## config.mk

```make
export PLATFORM = sky130hd
export DESIGN_NAME = mul_result_stage
export DESIGN_NICKNAME = d
export VERILOG_FILES = /design/src/rtl/mdu_pkg.sv /design/src/rtl/mul_reuse_buf.sv /design/src/rtl/mul_result_stage.sv
export SDC_FILE = /design/constraint.sdc
export NUM_CORES = 1
export LEC_CHECK = 0
export ABC_AREA = 1
export CAP_MARGIN = 20
export CORE_ASPECT_RATIO = 0.75
export CORE_MARGIN = 3
export CORE_UTILIZATION = 51
export CTS_BUF_LIST = sky130_fd_sc_hd__clkbuf_4 sky130_fd_sc_hd__clkbuf_8
export CTS_CLUSTER_DIAMETER = 150
export DETAILED_ROUTE_END_ITERATION = 10
export PLACE_DENSITY = 0.89
export SYNTH_ARGS = -nofsm -noshare
export SYNTH_HDL_FRONTEND = slang
export SYNTH_HIERARCHICAL = 1
export SYNTH_SLANG_ARGS = --single-unit
```

## constraint.sdc

```tcl
create_clock -name clk -period 2.12 [get_ports clk]
set_input_delay 0.212 -clock clk [delete_from_list [all_inputs] [get_ports clk]]
set_output_delay 0.212 -clock clk [all_outputs]
set_load 0.005 [all_outputs]
```

## src/rtl/mdu_pkg.sv

```systemverilog
// Shared multiply/divide unit definitions: funct3 encodings, sign classes, reuse-buffer state.
package mdu_pkg;

  localparam logic [2:0] F3_MUL    = 3'b000;
  localparam logic [2:0] F3_MULH   = 3'b001;
  localparam logic [2:0] F3_MULHSU = 3'b010;
  localparam logic [2:0] F3_MULHU  = 3'b011;

  typedef enum logic [1:0] {SC_ANY, SC_SS, SC_SU, SC_UU} mul_sign_t;

  typedef enum logic {BUF_EMPTY, BUF_VALID} buf_state_t;

  // Operand signedness a multiply depends on; low-half results do not care.
  function automatic mul_sign_t sign_class(input logic [2:0] funct3, input logic w64);
    mul_sign_t c;
    c = SC_ANY;
    if (!w64) begin
      case (funct3)
        F3_MULH:   c = SC_SS;
        F3_MULHSU: c = SC_SU;
        F3_MULHU:  c = SC_UU;
        default:   c = SC_ANY;
      endcase
    end
    return c;
  endfunction

  // Low-half writers produce the unsigned product, so the entry is tagged UU.
  function automatic mul_sign_t stored_class(input mul_sign_t c);
    return (c == SC_ANY) ? SC_UU : c;
  endfunction

endpackage

```

## src/rtl/mul_reuse_buf.sv

```systemverilog
// One-entry product reuse buffer with E-stage comparator (buffer or pending M-stage write).
module mul_reuse_buf
  import mdu_pkg::*;
#(
  parameter int unsigned XLEN = 64
) (
  input  logic              clk,
  input  logic              reset,
  input  logic              valid_e,
  input  mul_sign_t         class_e,
  input  logic [XLEN-1:0]   src_a_e,
  input  logic [XLEN-1:0]   src_b_e,
  input  logic              wr_en,
  input  logic [XLEN-1:0]   wr_a,
  input  logic [XLEN-1:0]   wr_b,
  input  mul_sign_t         wr_class,
  input  logic [2*XLEN-1:0] wr_prod,
  output logic              hit_e_c,
  output logic [2*XLEN-1:0] buf_prod
);

  localparam int unsigned PW = 2 * XLEN;

  buf_state_t      state_q, state_d;
  logic [XLEN-1:0] a_q, a_d, b_q, b_d;
  mul_sign_t       class_q, class_d;
  logic [PW-1:0]   prod_q, prod_d;

  logic [XLEN-1:0] ent_a, ent_b;
  mul_sign_t       ent_class;
  logic            ent_ok;

  // Entry update: a write only ever fills or replaces; flushes never invalidate.
  always_comb begin
    state_d = state_q;
    a_d     = a_q;
    b_d     = b_q;
    class_d = class_q;
    prod_d  = prod_q;
    if (wr_en) begin
      state_d = BUF_VALID;
      a_d     = wr_a;
      b_d     = wr_b;
      class_d = wr_class;
      prod_d  = wr_prod;
    end
  end

  // Entry registers.
  always_ff @(posedge clk or negedge reset) begin
    if (!reset) begin
      state_q <= BUF_EMPTY;
      a_q     <= '0;
      b_q     <= '0;
      class_q <= SC_ANY;
      prod_q  <= '0;
    end else begin
      state_q <= state_d;
      a_q     <= a_d;
      b_q     <= b_d;
      class_q <= class_d;
      prod_q  <= prod_d;
    end
  end

  // Compare against whatever the buffer will hold once this E op reaches M.
  always_comb begin
    ent_a     = a_q;
    ent_b     = b_q;
    ent_class = class_q;
    ent_ok    = (state_q == BUF_VALID);
    if (wr_en) begin
      ent_a     = wr_a;
      ent_b     = wr_b;
      ent_class = wr_class;
      ent_ok    = 1'b1;
    end
    hit_e_c = valid_e & ent_ok & (src_a_e == ent_a) & (src_b_e == ent_b) &
              ((class_e == SC_ANY) | (class_e == ent_class));
  end

  assign buf_prod = prod_q;

endmodule

```

## src/rtl/mul_result_stage.sv

```systemverilog
// Multiplier result stage: E->M->W pipeline regs, reuse-buffer mux, result select/sign-extend.
module mul_result_stage
  import mdu_pkg::*;
#(
  parameter int unsigned XLEN     = 64,
  parameter bit          REUSE_EN = 1'b1
) (
  input  logic              clk,
  input  logic              reset,
  input  logic              StallM,
  input  logic              FlushM,
  input  logic              StallW,
  input  logic              FlushW,
  input  logic              MulValidE,
  input  logic [2:0]        Funct3E,
  input  logic              W64E,
  input  logic [XLEN-1:0]   ForwardedSrcAE,
  input  logic [XLEN-1:0]   ForwardedSrcBE,
  input  logic [2*XLEN-1:0] ProdM,
  output logic              ReuseHitE,
  output logic [XLEN-1:0]   MulResultW
);

  localparam int unsigned PW       = 2 * XLEN;
  localparam bit          HAS_WORD = (XLEN > 32);

  logic            w64_e;
  mul_sign_t       class_e;
  logic            hit_e;

  logic            mul_valid_m_q, mul_valid_m_d;
  logic [2:0]      funct3_m_q, funct3_m_d;
  logic            w64_m_q, w64_m_d;
  logic            hit_m_q, hit_m_d;
  logic [XLEN-1:0] src_a_m_q, src_a_m_d, src_b_m_q, src_b_m_d;

  mul_sign_t       class_m;
  logic            wr_en;
  logic [PW-1:0]   buf_prod, prod_sel;
  logic [XLEN-1:0] word_ext, result_m;
  logic [XLEN-1:0] result_w_q, result_w_d;

  assign w64_e   = HAS_WORD ? W64E : 1'b0;
  assign class_e = sign_class(Funct3E, w64_e);
  assign class_m = sign_class(funct3_m_q, w64_m_q);
  assign wr_en   = mul_valid_m_q & ~hit_m_q & ~StallM & ~FlushW;

  if (REUSE_EN) begin : g_reuse
    mul_reuse_buf #(.XLEN(XLEN)) u_buf (
      .clk      (clk),
      .reset    (reset),
      .valid_e  (MulValidE),
      .class_e  (class_e),
      .src_a_e  (ForwardedSrcAE),
      .src_b_e  (ForwardedSrcBE),
      .wr_en    (wr_en),
      .wr_a     (src_a_m_q),
      .wr_b     (src_b_m_q),
      .wr_class (stored_class(class_m)),
      .wr_prod  (ProdM),
      .hit_e_c  (hit_e),
      .buf_prod (buf_prod)
    );
  end else begin : g_no_reuse
    assign hit_e    = 1'b0;
    assign buf_prod = '0;
  end

  assign ReuseHitE = hit_e;

  // E->M register: clear beats stall.
  always_comb begin
    mul_valid_m_d = mul_valid_m_q;
    funct3_m_d    = funct3_m_q;
    w64_m_d       = w64_m_q;
    hit_m_d       = hit_m_q;
    src_a_m_d     = src_a_m_q;
    src_b_m_d     = src_b_m_q;
    if (FlushM) begin
      mul_valid_m_d = 1'b0;
      funct3_m_d    = 3'b000;
      w64_m_d       = 1'b0;
      hit_m_d       = 1'b0;
      src_a_m_d     = '0;
      src_b_m_d     = '0;
    end else if (!StallM) begin
      mul_valid_m_d = MulValidE;
      funct3_m_d    = Funct3E;
      w64_m_d       = w64_e;
      hit_m_d       = hit_e;
      src_a_m_d     = ForwardedSrcAE;
      src_b_m_d     = ForwardedSrcBE;
    end
  end

  // E->M state.
  always_ff @(posedge clk or negedge reset) begin
    if (!reset) begin
      mul_valid_m_q <= 1'b0;
      funct3_m_q    <= 3'b000;
      w64_m_q       <= 1'b0;
      hit_m_q       <= 1'b0;
      src_a_m_q     <= '0;
      src_b_m_q     <= '0;
    end else begin
      mul_valid_m_q <= mul_valid_m_d;
      funct3_m_q    <= funct3_m_d;
      w64_m_q       <= w64_m_d;
      hit_m_q       <= hit_m_d;
      src_a_m_q     <= src_a_m_d;
      src_b_m_q     <= src_b_m_d;
    end
  end

  assign prod_sel = hit_m_q ? buf_prod : ProdM;

  if (HAS_WORD) begin : g_word
    assign word_ext = {{(XLEN-32){prod_sel[31]}}, prod_sel[31:0]};
  end else begin : g_no_word
    assign word_ext = prod_sel[XLEN-1:0];
  end

  // Result select: low half for MUL, high half for MULH*, sign-extended word for MULW.
  always_comb begin
    result_m = '0;
    if (mul_valid_m_q) begin
      if (w64_m_q)                    result_m = word_ext;
      else if (funct3_m_q == F3_MUL)  result_m = prod_sel[XLEN-1:0];
      else                            result_m = prod_sel[PW-1:XLEN];
    end
  end

  // M->W register: clear beats stall.
  always_comb begin
    result_w_d = result_w_q;
    if (FlushW)       result_w_d = '0;
    else if (!StallW) result_w_d = result_m;
  end

  // W-stage result.
  always_ff @(posedge clk or negedge reset) begin
    if (!reset) result_w_q <= '0;
    else        result_w_q <= result_w_d;
  end

  assign MulResultW = result_w_q;

endmodule

```

After elaboration in Yosys (flattened, before gate mapping):

Cells that the tools add are included.
Widths: inputs -> output; s select.

* bitwise gates (word level): 11
* equal/unequal tests: 11
* reductions and logical operators: 3
* muxes and demuxes: 27

Operators by type and width (number)
* $mux 64: 11
* $eq 64x64->1: 2
* $mux 128: 1
* $eq 3x2->1 const B: 4
* $pmux 2 s3: 2
* $mux 2: 4
* $and 1x1->1: 7
* $mux 1: 7
* $eq 3x1->1 const B: 2
* $mux 3: 2
* $logic_not 2->1: 2
* $ne 2x1->1 const B: 2
* $logic_not 3->1: 1
* $not 1->1: 3
* $eq 2x2->1: 1
* $or 1x1->1: 1

* flip-flop bits (word level): 457
* output and inout bits: 65
* input bits: 267
* logic and storage cells: 64

Longest topological paths before layout:

Gate-level depths: netlist of the first run.

* depth in word-level cells: 11
* depth in mapped cells: 21
* depth with buffers taken out: 17

By module:

The synthesis of the first run kept the hierarchy.

By module, submodules not included
* mul_reuse_buf: area an instance 12126.6 µm², sequential area each 6481.2 µm², cells each 1641, instances 1
* mul_result_stage: area an instance 10478.8 µm², sequential area each 4954.8 µm², cells each 1470, instances 1

Worst setup path after synthesis of the first run:

OpenSTA, ideal clock, no wires.

* path type: reg-to-reg
* start point: register hit_m_q
* end point: register hit_m_q
* buffers on the path: 6
* data required time: 2.037 ns
* clock period less this slack: 2.391 ns
* setup time: 0.083 ns
* path slack: -0.271 ns
* stages on the path, launching flop included: 20
* data arrival time: 2.308 ns
* cells stage by stage: dfrtp_1 buf_4 buf_6 buf_2 nor3_1 buf_4 buf_4 buf_2 nand2_1 nand3_1 nand2_1 nor2_1 nand2_1 nor2_1 nand2_1 nor2_1 nand3_1 nor2_1 nand3_1 o21ai_0

* word-level cells in the longest chain between the ends: 11
* elaborated cells on any way between the ends: 18
* those cells by class: eq/ne (3); mux (6); bitwise (9)

Ends and longest elaborated chain
* start: declaration: line mul_result_stage.sv:34 `logic hit_m_q, hit_m_d;`
* start signal: assignment: line mul_result_stage.sv:109 `hit_m_q <= hit_m_d;`
* $not 1->1 (*): line mul_result_stage.sv:46 `assign wr_en = mul_valid_m_q & ~hit_m_q & ~StallM & ~FlushW;`
* $and 1x1->1 (*) (3 in a row): line mul_result_stage.sv:46
* via wr_en: line mul_result_stage.sv:38 `logic wr_en;`
* $mux 64 / $mux 1 (equally long branches): line mul_reuse_buf.sv:72 `if (wr_en) begin`
* $eq 64x64->1 / $and 1x1->1 (equally long branches): line mul_reuse_buf.sv:78 `hit_e_c = valid_e & ent_ok & (src_a_e == ent_a) & (src_b_e == ent_b) &`
* $and 1x1->1 (2 in a row): line mul_reuse_buf.sv:78
* $and 1x1->1 (*): line mul_reuse_buf.sv:78
* via ReuseHitE: line mul_result_stage.sv:20 `output logic ReuseHitE,`
* $mux 1 (*): line mul_result_stage.sv:86 `end else if (!StallM) begin`
* $mux 1 (*): line mul_result_stage.sv:79 `if (FlushM) begin`

Mark *: on every way through the listed nets, which the timed path passes. The rest lies on a longest branch. The select of a mux whose other input is x is not followed.
A chain may end at the register's enable or synchronous reset.

Worst setup path after layout of the first run:

* start point: register mul_valid_m_q
* end point: output port ReuseHitE

* word-level cells in the longest chain between the ends: 8
* elaborated cells on any way between the ends: 15
* those cells by class: eq/ne (3); mux (4); bitwise (8)

Ends and longest elaborated chain
* start: declaration: line mul_result_stage.sv:31 `logic mul_valid_m_q, mul_valid_m_d;`
* start signal: assignment: line mul_result_stage.sv:106 `mul_valid_m_q <= mul_valid_m_d;`
* $and 1x1->1 (*) (3 in a row): line mul_result_stage.sv:46
* via wr_en: line mul_result_stage.sv:38
* $mux 64 / $mux 1 (equally long branches): line mul_reuse_buf.sv:72
* $eq 64x64->1 / $and 1x1->1 (equally long branches): line mul_reuse_buf.sv:78
* $and 1x1->1 (2 in a row): line mul_reuse_buf.sv:78
* $and 1x1->1 (*): line mul_reuse_buf.sv:78
* end: declaration: line mul_result_stage.sv:20

Mark *: on every way through the listed nets, which the timed path passes. The rest lies on a longest branch.

==> results of run 1 <==
[worst min path at each step]
stage	startpoint	to	slack (ns)	cells after the start
2_1_floorplan	reset	MulResultW[0]$_DFFE_PN0P_	-0.08	0
3_3_place_gp	reset	src_b_m_q[14]$_DFFE_PN0P_	0.07	1
3_5_place_dp	reset	src_b_m_q[14]$_DFFE_PN0P_	0.07	1
4_1_cts	reset	src_a_m_q[40]$_DFFE_PN0P_	0.004	2
5_1_grt	reset	src_a_m_q[60]$_DFFE_PN0P_	0.03	2
6_report	reset	src_a_m_q[40]$_DFFE_PN0P_	0.03	2
[worst max-delay path: cells and delay by family (launching register included)]
kind	cells	cell delay, ns
flip-flops	1	0.33
AND/OR/NAND/NOR	12	1.71
buffers and inverters	6	0.83
[cell families after synthesis]
family | Yosys count
buffers and inverters | 372
AO/OA/AOI/OAI | 158
XOR/XNOR | 33
AND/OR/NAND/NOR | 2091
flip-flops | 457
[routing by layer]
metal,wire length [µm],up-vias,track usage [%]
met4,3802,8,15.28
met2,32450,1265,44.91
met1,28620,10429,39.71
li1,-,10565,-
met3,6754,281,6.099
met5,49,-,0
[synth_stat cells (2+ instances only)]
| library cell | instances | area share, % |
|---|---|---|
| sky130_fd_sc_hd__o21ai_1 | 38 | 0.84 |
| sky130_fd_sc_hd__a21boi_0 | 2 | 0.066 |
| sky130_fd_sc_hd__nand4_1 | 3 | 0.083 |
| sky130_fd_sc_hd__inv_2 | 5 | 0.083 |
| sky130_fd_sc_hd__nor2_1 | 155 | 2.6 |
| sky130_fd_sc_hd__buf_6 | 11 | 0.55 |
| sky130_fd_sc_hd__o21ai_0 | 113 | 2.5 |
| sky130_fd_sc_hd__o22ai_1 | 2 | 0.055 |
| sky130_fd_sc_hd__dfrtp_1 | 457 | 51 |
| sky130_fd_sc_hd__a21oi_1 | 2 | 0.044 |
| sky130_fd_sc_hd__xnor2_1 | 32 | 1.2 |
| sky130_fd_sc_hd__or2_2 | 2 | 0.055 |
| sky130_fd_sc_hd__clkbuf_1 | 42 | 0.70 |
| sky130_fd_sc_hd__nand3b_1 | 7 | 0.23 |
| sky130_fd_sc_hd__nand2_1 | 1513 | 25 |
| sky130_fd_sc_hd__nand3_1 | 399 | 8.8 |
| sky130_fd_sc_hd__inv_1 | 189 | 3.1 |
| sky130_fd_sc_hd__buf_2 | 86 | 1.9 |
| sky130_fd_sc_hd__buf_4 | 14 | 0.46 |
| sky130_fd_sc_hd__nor3_1 | 4 | 0.089 |
| sky130_fd_sc_hd__buf_1 | 23 | 0.38 |
[what timing repair did]
item | 4_1_cts | 5_1_grt
resized for setup | 65 | 71
endpoints found under the hold margin | 322 | 0
pin swaps | 35 | 42
setup buffers | 8 | 15
setup endpoints to repair | 147 | 46
hold buffers | 2 | 0
cloned | 8 | 3
[state kept, by name (all words and copies together), names as in the netlist]
name,flops
src_a_m_q,64
mul_valid_m_q,1
g_reuse.u_buf/b_q,64
g_reuse.u_buf/state_q,1
w64_m_q,1
MulResultW,64
funct3_m_q,3
g_reuse.u_buf/buf_prod,128
src_b_m_q,64
hit_m_q,1
g_reuse.u_buf/a_q,64
g_reuse.u_buf/class_q,2
[through the flow]
step / util (%) / cells / total power [mW] / hold slack, ns
3_5_place_dp: 62.61 / 4010 / 14.68 / 0.06942
3_3_place_gp: 62.61 / 4010 / 14.49 / 0.06570
2_1_floorplan: - / 3111 / 12.79 / -0.08359
4_1_cts: 67.52 / 4162 / 23.02 / 0.003554
5_1_grt: 68.53 / 4190 / 24.25 / 0.03352
6_report: 68.54 / 4191 / 23.16 / 0.03030
[layout make-up]
cell class,instances,area (µm²),area share [%]
Sequential cell,457,11440,38.28
Multi-Input combinational cell,2282,9821,32.86
Timing Repair Buffer,529,5488,18.36
Clock buffer,112,1423,4.760
Inverter,196,760.7,2.546
Tap cell,578,723.2,2.420
Clock inverter,22,182.7,0.6113
Antenna cell,14,35.03,0.1172
Timing Repair inverter,1,11.26,0.03768
[power groups by stage]
| stage | Sequential [mW] | Combinational [mW] | Clock [mW] |
|---|---|---|---|
| floorplan | 10.5 | 2.32 | 0 |
| global placement | 10.6 | 3.94 | 0 |
| detailed placement | 10.6 | 4.09 | 0 |
| CTS | 10.5 | 4.22 | 8.33 |
| global route | 10.6 | 4.91 | 8.73 |
| finish | 10.5 | 4.40 | 8.27 |
==> metrics.yaml, run 1 <==
global_route:
  first_global_vias: 21641
  grt_first_pass_wirelength_mm: 112.2
  globalRouteOverflowTotal: 0
  initial_antenna_violation_count: 17
  grt.total_usage_pct: 29.33
  grt_max_degree: 108
worst_setup_path:
  crit_path_cell_trace: "inv_2, or2_4, nor3_4, buf_12, buf_16, buf_12, buf_16, nand2_1, nand3_1, nand2_1, nor2_1, nand2_1, nor2_1, nand2_1, nor2_2, nand3_4, nor2_4, buf_2"
  beginning_of_the_worst_register_to_register_path: "mul_valid_m_q$_DFFE_PN0P_"
  crit_path_start: "mul_valid_m_q$_DFFE_PN0P_"
  critPathMaxStageDelay_ns: 0.33
  cp_common_cell: "sky130_fd_sc_hd__nand2_1"
  worst_r2r_endpoint: "hit_m_q$_DFFE_PN0P_"
  reg2regPathDepth: 27
  critPathMaxFanout: 6
  worstSetupStartpointType: "flip-flop"
  reg2reg_slack_ns: -1.54
  worstPathRequired_ns: 1.91
  critical_path.endpoint_type: "output port"
  critical-path-slowest-cell: "sky130_fd_sc_hd__dfrtp_1"
  cp_data_arrival_time_ns: 3.50
  worstSetupPathType: "flip-flop to output port"
  cp-endpoint: "ReuseHitE"
place:
  finalWeightedCongestion: 0.8720
  place_area_um2: 27300
  pre_cts_ws_ns: -1.813
  detailed_place_hpwl_mm: 44.19
  place.port_buffers: 331
final_layout:
  area.growth.synth_to_final_pct: 32.20
  final_area_um2: 29880
  fillCellCount: 3184
  final_nets: 3808
  mostFrequentLayoutCells: "sky130_fd_sc_hd__nand2_1, sky130_fd_sc_hd__dfrtp_1, sky130_fd_sc_hd__nand3_1"
  drive_above_1_share_pct: 12.03
  final_common_cell: "sky130_fd_sc_hd__nand2_1"
floorplanning:
  design.die.area_um2: 46910
  placementRows: 66
  coreArea_um2: 43600
  chipHeight_um: 188.3
  ioPinCount: 332
  initial_utilization_pct: 51.85
  die-width_um: 249.1
status:
  run_status: "finished, violations left"
  violated_checks: "setup timing"
clock_network:
  worstSkewPairLatency_ns: 0.63
  cts_max_path_buffers: 3
  clock_sink_count: 457
  clock_buffer_count_from_cts: 74
  clk_pin_slew_ns: 0.06
  cts_root_buffer: "sky130_fd_sc_hd__clkbuf_8"
  cts_tree: "yes"
  htreeDepth: 3
synthesis:
  synth_enable_flop_cells: 0
  synth.mux.area_fraction_pct: 0
  synth.yosys.seq_area_share_pct: 50.59
  synth-async-reset-ratio_pct: 100.0
  synth_seq_cells: 457
  synth_simple_gate_area_share_pct: 37.32
  syn_area_um2: 22610
  synth_cell_types: 33
  synth_cells: 3111
  yosysWarningCount: 6
  syn_nets: 3378
  synthAdderAreaFrac_pct: 0
  synth_compound_gate_area_share_pct: 3.542
  synth.avg_cell_area_um2: 7.266
  largest_family_of_logic_cells_by_synthesized_area: "simple AND/OR/NAND/NOR gates"
  yosys_most_used_dff: "sky130_fd_sc_hd__dfrtp_1"
  synth_xor_area_share_pct: 1.279
run:
  max_cap_violations: 0
drt:
  detailroute.via_count: 22548
  dr.first_iter.drc_count: 2754
  drt_first_pass_iters: 6
  post_drt_wl_per_cell_um: 17.10
  antenna_left: 0
  vias_per_cell: 5.380
  drt-total-wl_mm: 71.67
  drt_drc_violations_left: 0
pwr:
  sequentialPowerShare_pct: 45.3
  switching_power_mw: 6.817
  clock_group_share_of_total_power_pct: 35.7
  internal_power_mw: 16.34
  switching_share_pct: 29.44
  p_per_area_nw_per_um2: 774.9
  vdd_drop_max_v: 0.0004200
  power.static_leakage_nw: 15.70
  power.share.combinational_pct: 19.0
sta:
  worst_clock_skew_ns: 0.03378
  clock.fmax_mhz: 269.2
  slew_headroom_pct: 42.51
  grt_setup_unrepaired: "yes"
  totalNegativeSetupSlack_ns: -3.131
  worst_pin_slew_ns: 0.8624
  slew_violations: 0
  post-route-period-util_pct: 175.2
  min_period_ns: 3.714
  setup_slack_ns: -1.594
  setup_viol: 2
  timing.final.hold_violations: 0
min_path:
  worstHoldPathType: "input pin to asynchronous set/reset pin"
Note: power is estimated with default switching activity, not from simulation.
==> run 2: changes to the inputs <==
--- a/config.mk
+++ b/config.mk
@@ -6,7 +6,6 @@
 export NUM_CORES = 1
 export LEC_CHECK = 0
 export ABC_AREA = 1
-export CAP_MARGIN = 20
 export CORE_ASPECT_RATIO = 0.75
 export CORE_MARGIN = 3
 export CORE_UTILIZATION = 51
==> results of run 2 <==
Final layout, timing and power as in run 1 (identical DEF).
